## src/rtl/gpu_mem_pkg.sv

```systemverilog
// gpu_mem_pkg: definitions shared by the LSU array and the memory arbiter.
// Holds default bus widths, the arbiter FSM state type and the core-state
// encodings the LSU already uses, so both ends agree on a single definition.
package gpu_mem_pkg;
    localparam int ADDR_BITS_DEF = 8;
    localparam int DATA_BITS_DEF = 8;

    typedef enum logic [2:0] {
        IDLE,
        READ_WAIT,
        WRITE_WAIT,
        READ_RELAY,
        WRITE_RELAY
    } arb_state_t;

    localparam logic [2:0] CORE_REQUEST = 3'b011;
    localparam logic [2:0] CORE_UPDATE  = 3'b110;
endpackage

```

## src/rtl/lsu_mem_arbiter_if.sv

```systemverilog
// lsu_mem_arbiter_if: LSU-side request/completion bus plus the single memory channel.
// Ports: consumer_* (per-LSU read/write valid, addr, data, ready, read data; flat
// vectors, slice i = [i*W +: W]) and mem_* (one read and one write channel).
// Modport master is the arbiter; modport slave is the LSUs/memory side.
interface lsu_mem_arbiter_if
    import gpu_mem_pkg::*;
#(
    parameter int NUM_CONSUMERS = 4,
    parameter int ADDR_BITS     = ADDR_BITS_DEF,
    parameter int DATA_BITS     = DATA_BITS_DEF
);
    logic [NUM_CONSUMERS-1:0]           consumer_read_valid;
    logic [NUM_CONSUMERS*ADDR_BITS-1:0] consumer_read_addr;
    logic [NUM_CONSUMERS-1:0]           consumer_read_ready;
    logic [NUM_CONSUMERS*DATA_BITS-1:0] consumer_read_data;
    logic [NUM_CONSUMERS-1:0]           consumer_write_valid;
    logic [NUM_CONSUMERS*ADDR_BITS-1:0] consumer_write_addr;
    logic [NUM_CONSUMERS*DATA_BITS-1:0] consumer_write_data;
    logic [NUM_CONSUMERS-1:0]           consumer_write_ready;
    logic                               mem_read_valid;
    logic [ADDR_BITS-1:0]               mem_read_addr;
    logic                               mem_read_ready;
    logic [DATA_BITS-1:0]               mem_read_data;
    logic                               mem_write_valid;
    logic [ADDR_BITS-1:0]               mem_write_addr;
    logic [DATA_BITS-1:0]               mem_write_data;
    logic                               mem_write_ready;

    modport master (
        input  consumer_read_valid, consumer_read_addr, consumer_write_valid,
               consumer_write_addr, consumer_write_data,
               mem_read_ready, mem_read_data, mem_write_ready,
        output consumer_read_ready, consumer_read_data, consumer_write_ready,
               mem_read_valid, mem_read_addr, mem_write_valid, mem_write_addr, mem_write_data
    );

    modport slave (
        output consumer_read_valid, consumer_read_addr, consumer_write_valid,
               consumer_write_addr, consumer_write_data,
               mem_read_ready, mem_read_data, mem_write_ready,
        input  consumer_read_ready, consumer_read_data, consumer_write_ready,
               mem_read_valid, mem_read_addr, mem_write_valid, mem_write_addr, mem_write_data
    );
endinterface

```

## src/rtl/rr_arbiter.sv

```systemverilog
// rr_arbiter: combinational round-robin pick.
// Ports: req (request vector), ptr (highest-priority index) -> grant (winning
// index), grant_valid (any request present).
module rr_arbiter #(
    parameter int N  = 4,
    parameter int IW = $clog2(N)
) (
    input  logic [N-1:0]  req,
    input  logic [IW-1:0] ptr,
    output logic [IW-1:0] grant,
    output logic          grant_valid
);
    logic [IW-1:0] idx;

    // Walk from the far end back to ptr so the candidate closest to ptr is assigned last and wins.
    always_comb begin
        grant = '0;
        grant_valid = 1'b0;
        idx = '0;
        for (int k = N - 1; k >= 0; k--) begin
            idx = IW'((int'(ptr) + k) % N);
            if (req[idx]) begin
                grant = idx;
                grant_valid = 1'b1;
            end
        end
    end
endmodule

```

## src/rtl/lsu_mem_arbiter.sv

```systemverilog
// lsu_mem_arbiter: round-robin arbiter serving LSU read/write requests on one memory channel.
// Ports: clk, reset (synchronous, active-low), bus (lsu_mem_arbiter_if.master).
// One memory transaction is in flight at a time; completion is relayed to the
// granted LSU with a four-phase handshake. All outputs are registered.
module lsu_mem_arbiter
    import gpu_mem_pkg::*;
#(
    parameter int NUM_CONSUMERS = 4,
    parameter int ADDR_BITS     = ADDR_BITS_DEF,
    parameter int DATA_BITS     = DATA_BITS_DEF
) (
    input logic clk,
    input logic reset,
    lsu_mem_arbiter_if.master bus
);
    localparam int IW = $clog2(NUM_CONSUMERS);

    arb_state_t state, state_n;
    logic [IW-1:0] g, g_n, rr_ptr, rr_ptr_n, pick;
    logic pick_valid, aborted, aborted_n;
    logic mem_read_valid_n, mem_write_valid_n;
    logic [ADDR_BITS-1:0] mem_read_addr_n, mem_write_addr_n;
    logic [DATA_BITS-1:0] mem_write_data_n;
    logic [NUM_CONSUMERS-1:0] read_ready_n, write_ready_n;
    logic [NUM_CONSUMERS*DATA_BITS-1:0] read_data_n;

    rr_arbiter #(.N(NUM_CONSUMERS)) u_rr (
        .req(bus.consumer_read_valid | bus.consumer_write_valid),
        .ptr(rr_ptr),
        .grant(pick),
        .grant_valid(pick_valid)
    );

    always_ff @(posedge clk) begin
        if (!reset) begin
            state <= IDLE;
            g <= '0;
            rr_ptr <= '0;
            aborted <= 1'b0;
            bus.mem_read_valid <= 1'b0;
            bus.mem_read_addr <= '0;
            bus.mem_write_valid <= 1'b0;
            bus.mem_write_addr <= '0;
            bus.mem_write_data <= '0;
            bus.consumer_read_ready <= '0;
            bus.consumer_read_data <= '0;
            bus.consumer_write_ready <= '0;
        end else begin
            state <= state_n;
            g <= g_n;
            rr_ptr <= rr_ptr_n;
            aborted <= aborted_n;
            bus.mem_read_valid <= mem_read_valid_n;
            bus.mem_read_addr <= mem_read_addr_n;
            bus.mem_write_valid <= mem_write_valid_n;
            bus.mem_write_addr <= mem_write_addr_n;
            bus.mem_write_data <= mem_write_data_n;
            bus.consumer_read_ready <= read_ready_n;
            bus.consumer_read_data <= read_data_n;
            bus.consumer_write_ready <= write_ready_n;
        end
    end

    // aborted remembers that the granted LSU withdrew during the wait, even if it re-asserts later.
    always_comb begin
        state_n = state;
        g_n = g;
        rr_ptr_n = rr_ptr;
        aborted_n = aborted;
        mem_read_valid_n = bus.mem_read_valid;
        mem_read_addr_n = bus.mem_read_addr;
        mem_write_valid_n = bus.mem_write_valid;
        mem_write_addr_n = bus.mem_write_addr;
        mem_write_data_n = bus.mem_write_data;
        read_ready_n = bus.consumer_read_ready;
        read_data_n = bus.consumer_read_data;
        write_ready_n = bus.consumer_write_ready;
        case (state)
            IDLE: begin
                if (pick_valid) begin
                    g_n = pick;
                    rr_ptr_n = (pick == IW'(NUM_CONSUMERS - 1)) ? '0 : pick + 1'b1;
                    aborted_n = 1'b0;
                    if (bus.consumer_read_valid[pick]) begin
                        mem_read_valid_n = 1'b1;
                        mem_read_addr_n = bus.consumer_read_addr[pick*ADDR_BITS +: ADDR_BITS];
                        state_n = READ_WAIT;
                    end else begin
                        mem_write_valid_n = 1'b1;
                        mem_write_addr_n = bus.consumer_write_addr[pick*ADDR_BITS +: ADDR_BITS];
                        mem_write_data_n = bus.consumer_write_data[pick*DATA_BITS +: DATA_BITS];
                        state_n = WRITE_WAIT;
                    end
                end
            end
            READ_WAIT: begin
                if (!bus.consumer_read_valid[g]) aborted_n = 1'b1;
                if (bus.mem_read_ready) begin
                    mem_read_valid_n = 1'b0;
                    state_n = aborted_n ? IDLE : READ_RELAY;
                    if (!aborted_n) begin
                        read_data_n[g*DATA_BITS +: DATA_BITS] = bus.mem_read_data;
                        read_ready_n[g] = 1'b1;
                    end
                end
            end
            WRITE_WAIT: begin
                if (!bus.consumer_write_valid[g]) aborted_n = 1'b1;
                if (bus.mem_write_ready) begin
                    mem_write_valid_n = 1'b0;
                    state_n = aborted_n ? IDLE : WRITE_RELAY;
                    if (!aborted_n) write_ready_n[g] = 1'b1;
                end
            end
            READ_RELAY: begin
                if (!bus.consumer_read_valid[g]) begin
                    read_ready_n[g] = 1'b0;
                    state_n = IDLE;
                end
            end
            WRITE_RELAY: begin
                if (!bus.consumer_write_valid[g]) begin
                    write_ready_n[g] = 1'b0;
                    state_n = IDLE;
                end
            end
            default: state_n = IDLE;
        endcase
    end
endmodule

```

## src/flat_wrapper.sv

```systemverilog
// flat-port wrapper written by rule: the top's interface ports become plain ports
module lsu_mem_arbiter_flat import gpu_mem_pkg::*;
#(
    parameter int NUM_CONSUMERS = 4,
    parameter int ADDR_BITS     = ADDR_BITS_DEF,
    parameter int DATA_BITS     = DATA_BITS_DEF
)
  (clk, reset, bus_consumer_read_valid, bus_consumer_read_addr, bus_consumer_write_valid, bus_consumer_write_addr, bus_consumer_write_data, bus_mem_read_ready, bus_mem_read_data, bus_mem_write_ready, bus_consumer_read_ready, bus_consumer_read_data, bus_consumer_write_ready, bus_mem_read_valid, bus_mem_read_addr, bus_mem_write_valid, bus_mem_write_addr, bus_mem_write_data);
  lsu_mem_arbiter_if #(.NUM_CONSUMERS(NUM_CONSUMERS), .ADDR_BITS(ADDR_BITS), .DATA_BITS(DATA_BITS)) bus_i ();
  input logic clk;
  input logic reset;
  input wire logic [$bits(bus_i.consumer_read_valid)-1:0] bus_consumer_read_valid;
  input wire logic [$bits(bus_i.consumer_read_addr)-1:0] bus_consumer_read_addr;
  input wire logic [$bits(bus_i.consumer_write_valid)-1:0] bus_consumer_write_valid;
  input wire logic [$bits(bus_i.consumer_write_addr)-1:0] bus_consumer_write_addr;
  input wire logic [$bits(bus_i.consumer_write_data)-1:0] bus_consumer_write_data;
  input wire logic [$bits(bus_i.mem_read_ready)-1:0] bus_mem_read_ready;
  input wire logic [$bits(bus_i.mem_read_data)-1:0] bus_mem_read_data;
  input wire logic [$bits(bus_i.mem_write_ready)-1:0] bus_mem_write_ready;
  output wire logic [$bits(bus_i.consumer_read_ready)-1:0] bus_consumer_read_ready;
  output wire logic [$bits(bus_i.consumer_read_data)-1:0] bus_consumer_read_data;
  output wire logic [$bits(bus_i.consumer_write_ready)-1:0] bus_consumer_write_ready;
  output wire logic [$bits(bus_i.mem_read_valid)-1:0] bus_mem_read_valid;
  output wire logic [$bits(bus_i.mem_read_addr)-1:0] bus_mem_read_addr;
  output wire logic [$bits(bus_i.mem_write_valid)-1:0] bus_mem_write_valid;
  output wire logic [$bits(bus_i.mem_write_addr)-1:0] bus_mem_write_addr;
  output wire logic [$bits(bus_i.mem_write_data)-1:0] bus_mem_write_data;
  assign bus_i.consumer_read_valid = bus_consumer_read_valid;
  assign bus_i.consumer_read_addr = bus_consumer_read_addr;
  assign bus_i.consumer_write_valid = bus_consumer_write_valid;
  assign bus_i.consumer_write_addr = bus_consumer_write_addr;
  assign bus_i.consumer_write_data = bus_consumer_write_data;
  assign bus_i.mem_read_ready = bus_mem_read_ready;
  assign bus_i.mem_read_data = bus_mem_read_data;
  assign bus_i.mem_write_ready = bus_mem_write_ready;
  assign bus_consumer_read_ready = bus_i.consumer_read_ready;
  assign bus_consumer_read_data = bus_i.consumer_read_data;
  assign bus_consumer_write_ready = bus_i.consumer_write_ready;
  assign bus_mem_read_valid = bus_i.mem_read_valid;
  assign bus_mem_read_addr = bus_i.mem_read_addr;
  assign bus_mem_write_valid = bus_i.mem_write_valid;
  assign bus_mem_write_addr = bus_i.mem_write_addr;
  assign bus_mem_write_data = bus_i.mem_write_data;
  lsu_mem_arbiter #(.NUM_CONSUMERS(NUM_CONSUMERS), .ADDR_BITS(ADDR_BITS), .DATA_BITS(DATA_BITS)) u_core (.clk(clk), .reset(reset), .bus(bus_i));
endmodule
```

## config.mk

```make
export PLATFORM = sky130hd
export DESIGN_NAME = lsu_mem_arbiter_flat
export DESIGN_NICKNAME = d
export VERILOG_FILES = /design/src/rtl/gpu_mem_pkg.sv /design/src/rtl/lsu_mem_arbiter_if.sv /design/src/rtl/rr_arbiter.sv /design/src/rtl/lsu_mem_arbiter.sv /design/src/flat_wrapper.sv
export SDC_FILE = /design/constraint.sdc
export NUM_CORES = 1
export LEC_CHECK = 0
export CAP_MARGIN = 20
export CORE_ASPECT_RATIO = 1.4
export CORE_MARGIN = 2
export CORE_UTILIZATION = 40
export CTS_CLUSTER_DIAMETER = 30
export DETAILED_ROUTE_END_ITERATION = 16
export GPL_ROUTABILITY_DRIVEN = 0
export HOLD_SLACK_MARGIN = 0.05
export PLACE_DENSITY_LB_ADDON = 0.15
export REMOVE_ABC_BUFFERS = 1
export SLEW_MARGIN = 20
export SYNTH_ARGS = -nofsm -noshare
export SYNTH_HDL_FRONTEND = slang
export SYNTH_SLANG_ARGS = --single-unit
```

## constraint.sdc

```tcl
create_clock -name clk -period 3 [get_ports clk]
set_input_delay 0.6 -clock clk [delete_from_list [all_inputs] [get_ports clk]]
set_output_delay 0.6 -clock clk [all_outputs]
set_load 0.05 [all_outputs]
```

==> results of run 1 <==
-- stage by stage --
| stage | hold slack [ps] | utilization [%] | worst slack [ps] |
|---|---|---|---|
| floorplan | 468 | - | -162 |
| global placement | 439 | 60.2 | 60.7 |
| detailed placement | 444 | 60.2 | -27.8 |
| CTS | 451 | 63.4 | 322 |
| global route | 472 | 63.4 | 145 |
| finish | 450 | 63.4 | 281 |
-- logic make-up (layout without fill, tap and decap cells) --
family | after synthesis | count (layout) | share of synthesized area, %
simple gates | 181 | 181 | 23.4
compound gates | 132 | 132 | 21.9
flops | 74 | 74 | 36.3
mux | 44 | 44 | 11.6
buf+inv | 42 | 214 | 5.33
fa+ha+maj | 5 | 5 | 1.53
-- layout make-up --
class	instances	area share [%]
repair buffers	194	30.7
flip-flops and latches	74	23.5
clock buffers	10	3.63
inverters	4	0.238
multi-input cells	362	37.9
well taps	135	2.68
clock inverters	6	1.43
-- layer usage --
metal	GRT usage, %	wire length (um)	vias to the layer above
met4	10.5	353	0
met3	3.45	753	25
met2	38.9	6380	163
met1	28.4	5080	2004
met5	0	0	-
li1	-	-	2129
-- cells in the final DEF (no fill, tap or decap), types with 3 or more instances in the layout --
master,n
and2_1,5
and4_1,17
a211oi_1,16
nor2_1,14
inv_1,3
dfxtp_1,74
clkbuf_16,9
nor3_1,10
buf_4,11
nand3_1,50
a21oi_1,53
nand2_1,65
nor2b_1,3
o21ai_0,13
nor3b_1,3
clkdlybuf4s50_1,181
a31oi_1,3
mux2i_1,34
o22ai_1,9
nand2b_1,3
mux2_2,8
a221o_1,16
ha_1,5
-- power by group through the flow --
stage | clock network [mW] | registers (mW) | logic (mW)
2_1_floorplan | 0 | 2.00 | 1.42
3_3_place_gp | 0 | 1.40 | 2.97
3_5_place_dp | 0 | 1.40 | 3.02
4_1_cts | 1.17 | 1.38 | 3.03
5_1_grt | 1.22 | 1.42 | 3.24
6_report | 1.15 | 1.39 | 3.02
-- worst max-delay path, stage by stage --
cell and delay (ps):
clkdlybuf4s50_1 490, or2_4 290, a311o_1 370, nand3_1 180, nand4_4 410, a221o_1 490, a21oi_1 140
-- worst paths after layout --
check | startpoint | to | slack, ps | depth (start not counted)
max | bus_consumer_read_valid[2] | u_core.bus.mem_write_addr[0] | 280 | 7
min | u_core.bus.consumer_read_data[4] | u_core.bus.consumer_read_data[4] | 450 | 2
max reg2reg | u_core.state[2] | u_core.bus.mem_write_addr[0] | 650 | 5
min reg2reg | u_core.bus.consumer_read_data[4] | u_core.bus.consumer_read_data[4] | 450 | 2
==> metrics, run 1 <==
number of global-route vias before repair=4114; RSZ-0062 raised after global routing=no; Static Leakage=2.26 nW; Pwr Density=882 mW/mm^2; DRT Wirelength=about 13000 um; die width=89.4 um; Comb power frac=54.3%; Clk Latency, worst-skew pair=330 ps; FF+latch count, synth=74; Clk network pwr share=20.8%; Placed Cells incl. Taps=approximately 770; Max-Cap Viols=0; area of the multi-input gates=0.00239 mm^2; Ports=182; Peak Freq=368 MHz; status=finished clean; P&R area growth vs syn=54.3%; DRC viols=0; largest net degree at the start of global routing=52; CORE AREA=0.00995 mm^2; Sink Count=74; Detail Route Antenna Nets=0; CTS tree=built; part of the cycle the worst path needs=90.6%; final max-slew violation count=0; routed len/inst=16.0 um; Worst Path Required=roughly 3300 ps; Commonest cells post-synth=74 x dfxtp_1, 65 x nand2_1, 53 x a21oi_1; total track usage=23.0%; fin crit period=roughly 2700 ps; Starting Density=between 40% and 50%; Setup-failing EPs final=0; clock buffer depth=2; FF/Latch Area=about 0.0015 mm^2; die area=0.0111 mm^2; total CTS buffers=9; Post-Syn Instances=478; Fin. Hold Viols=0; register area share after synthesis=a little over a third; Post-synth ARST share=0%; die height=roughly 120 um; clock-pin slew on the worst setup and hold paths=roughly 60 ps; crit path capture type=register; Root Buffer=clkbuf_16; CP arrival=~3000 ps; Via Count=4321; drt pass-1 iters=5; Least-Margin Pin Slew=approximately 800 ps; Rows=43; hold buffers post-CTS=0; most frequent cell after synthesis=dfxtp_1; post_cts resized=0; postcts setup bufs=0; Setup Total Neg Slack=0 ps; CTS HTree Levels=3; Filler cells=862; total of warnings raised by yosys=0; layout cells sized above 1=around 8.0%; Most used DFF post-synth=dfxtp_1; Total Power=5.56 mW; Switch Pwr=2.38 mW; fin area=0.00631 mm^2; EDFF count, synth=0; Slew headroom=45.2%; switching share of power=42.9%; Hold Crit Class=reg2reg; Finished Layout Cells=785; Port Buffers=181; first-pass GRT wire length=20000 um; largest cells by area after synthesis=dfxtp_1 36%, mux2i_1 8.3%, a21oi_1 6.5%; Net count, final=766; Yosys top cell area share=36.3%; sequential group share of total power=24.9%; worst-path maximum fanout=33; mapped cell area=0.00409 mm^2; maximum vdd ir drop=0.569 mV; Cell Area, Placed=0.00599 mm^2; Worst Skew=8.15 ps; CP Launch Type=input port; Syn Area/Cell=8.55 um^2; drt initial violations=209; largest area contributor in the netlist=dfxtp_1; initial antenna violation count=0; Crit Path Class=in2reg; Vias/cell=5.50; Synth cell types=55; Diodes inserted=0; cell-internal power=around 3.2 mW; hpwl dp=9240 um; grt total ovfl=0
Power figures use the tool's default switching activity.
==> run 2, diff against run 1 <==
--- a/config.mk
+++ b/config.mk
@@ -11,7 +11,7 @@
 export CORE_UTILIZATION = 40
 export CTS_CLUSTER_DIAMETER = 30
 export DETAILED_ROUTE_END_ITERATION = 16
-export GPL_ROUTABILITY_DRIVEN = 0
+export GPL_ROUTABILITY_DRIVEN = 1
 export HOLD_SLACK_MARGIN = 0.05
 export PLACE_DENSITY_LB_ADDON = 0.15
 export REMOVE_ABC_BUFFERS = 1
==> run 2 against run 1 <==
Net effect: final cell count is 0.51% higher; clock-buffer cell count did not move; power down 0.55%; core utilization rose by 0.18 points; critical path type unchanged.
==> metrics, run 2 (synthesis results as in run 1) <==
CTS HTree Levels=3 (unchanged); Rows=43 (unchanged); Vias/cell=5.49 (was 5.50); final hold slack=448 ps (was 450 ps); Cell Area, Placed=0.00603 mm^2 (was 0.00599 mm^2); total track usage=23.3% (was 23.0%); part of the cycle the worst path needs=85.9% (was 90.6%); hpwl dp=9480 um (was 9240 um); initial antenna violation count=0 (unchanged); total CTS buffers=9 (unchanged); Peak Freq=388 MHz (was 368 MHz); fin crit period=2580 ps (was 2720 ps); gpl congestion=~0.9; Setup-failing EPs final=0 (unchanged); final max-slew violation count=0 (unchanged); largest net degree at the start of global routing=52 (unchanged); Net count, final=770 (was 766); die area=0.0111 mm^2 (unchanged); routed len/inst=16.3 um (was 16.0 um); commonest non-fill, non-tap cell in the layout=clkdlybuf4s50_1 (unchanged); clock-pin slew on the worst setup and hold paths=60 ps (about the same); Sink Count=74 (unchanged); maximum vdd ir drop=0.557 mV (was 0.569 mV); Pwr Density=875 mW/mm^2 (was 882 mW/mm^2); Detail Route Antenna Nets=0 (unchanged); Slew headroom=50.1% (was 45.2%); drt initial violations=252 (was 209); Worst Skew=7.66 ps (was 8.15 ps); CTS tree=built (unchanged); crit path capture type=register (unchanged); Total Power=5.53 mW (was 5.56 mW); Finished Layout Cells=789 (was 785); Static Leakage=2.27 nW (was 2.26 nW); CP Launch Type=input port (unchanged); clock buffer depth=2 (unchanged); Diodes inserted=0 (unchanged); Port Buffers=181 (unchanged); Root Buffer=clkbuf_16 (unchanged); DRC viols=0 (unchanged); Worst Path Required=3200 ps (was 3260 ps); hold buffers post-CTS=0 (unchanged); Least-Margin Pin Slew=743 ps (was 816 ps); Clk Latency, worst-skew pair=340 ps (was 330 ps); Placed Cells incl. Taps=773 (was 769); CORE AREA=0.00995 mm^2 (unchanged); grt met2 use=39.9% (was 38.9%); fin area=0.00632 mm^2 (was 0.00631 mm^2); postcts setup bufs=0 (unchanged); drt pass-1 iters=4 (was 5); met1 usage=28.2% (was 28.4%); Crit Path Class=in2reg (unchanged); GR peak layer=met2 (unchanged); die height=124 um (unchanged); commonest non-fill, non-tap cells in the layout=181 x clkdlybuf4s50_1, 74 x dfxtp_1, 65 x nand2_1 (unchanged); Hold Crit Class=reg2reg (unchanged); number of global-route vias before repair=4260 (was 4114); RSZ-0062 raised after global routing=no (unchanged); first-pass GRT wire length=20200 um (was 20000 um); grt total ovfl=0 (unchanged); worst-path maximum fanout=8 (was 33); worst setup margin=424 ps (was 281 ps); post_cts resized=0 (unchanged); CP arrival=2780 ps (was 2980 ps); Max-Cap Viols=0 (unchanged); Ports=182 (unchanged); P&R area growth vs syn=54.7% (was 54.3%); die width=89.4 um (unchanged); Setup WS pre-CTS=70.7 ps (was -27.8 ps); Starting Density=41.1% (unchanged); GRT met3 Usage=4.11% (was 3.45%); Via Count=4335 (was 4321); DRT Wirelength=12800 um (was 12600 um); Fin. Hold Viols=0 (unchanged); status=finished clean (unchanged); layout cells sized above 1=8.56% (was 8.00%)
==> run 2: cell types whose count changed in the layout (fill, tap and decap cells not counted), sizes merged <==
cell,change
buf,+4
bufinv,-1
clkinv,+1
==> run 2: metal layers <==
layer,vias to the layer above,share of wire [%]
li1,2132,-
met1,2027,41
met2,151,51
met3,25,5.7
met4,0,2.5
met5,-,0
==> run 2: final cells by class <==
| class | count | area [um^2] |
|---|---|---|
| fill | 853 | 3630 |
| multi-input combinational | 362 | 2390 |
| timing repair buffer | 198 | 1980 |
| sequential | 74 | 1480 |
| clock buffer | 10 | 229 |
| tap | 135 | 169 |
| clock inverter | 6 | 65.1 |
| inverter | 4 | 15.0 |
==> run 2: where the power goes <==
part           switching, mW  internal (mW)  leakage, nW
Combinational           1.80           1.27         1.53
Clock                  0.429          0.645        0.143
Sequential             0.178           1.21        0.602
==> run 2: critical path, stage by stage <==
cell and delay, ps:
clkdlybuf4s50_1 500, or2_4 300, a311o_1 360, nand3_1 160, nand2_1 110, o2111ai_1 560, o22ai_1 190
==> run 2: through the flow <==
step / setup TNS, ps / utilization [%]
after detailed placement: 0 / 60.6
after global placement: 0 / 60.6
after CTS: 0 / 63.5
after floorplan: -2610 / -
final: 0 / 63.5
after global routing: 0 / 63.5
==> run 2: path summary, 6_finish.rpt <==
check	slack [ps]	cells past startpoint	endpoint	from
hold reg to reg	450	2	u_core.bus.consumer_read_data[0]	u_core.bus.consumer_read_data[0]
setup / recovery	420	7	u_core.bus.mem_read_addr[4]	bus_consumer_read_valid[2]
setup reg to reg	790	6	u_core.bus.mem_write_addr[3]	u_core.rr_ptr[1]
hold / removal	450	2	u_core.bus.consumer_read_data[0]	u_core.bus.consumer_read_data[0]
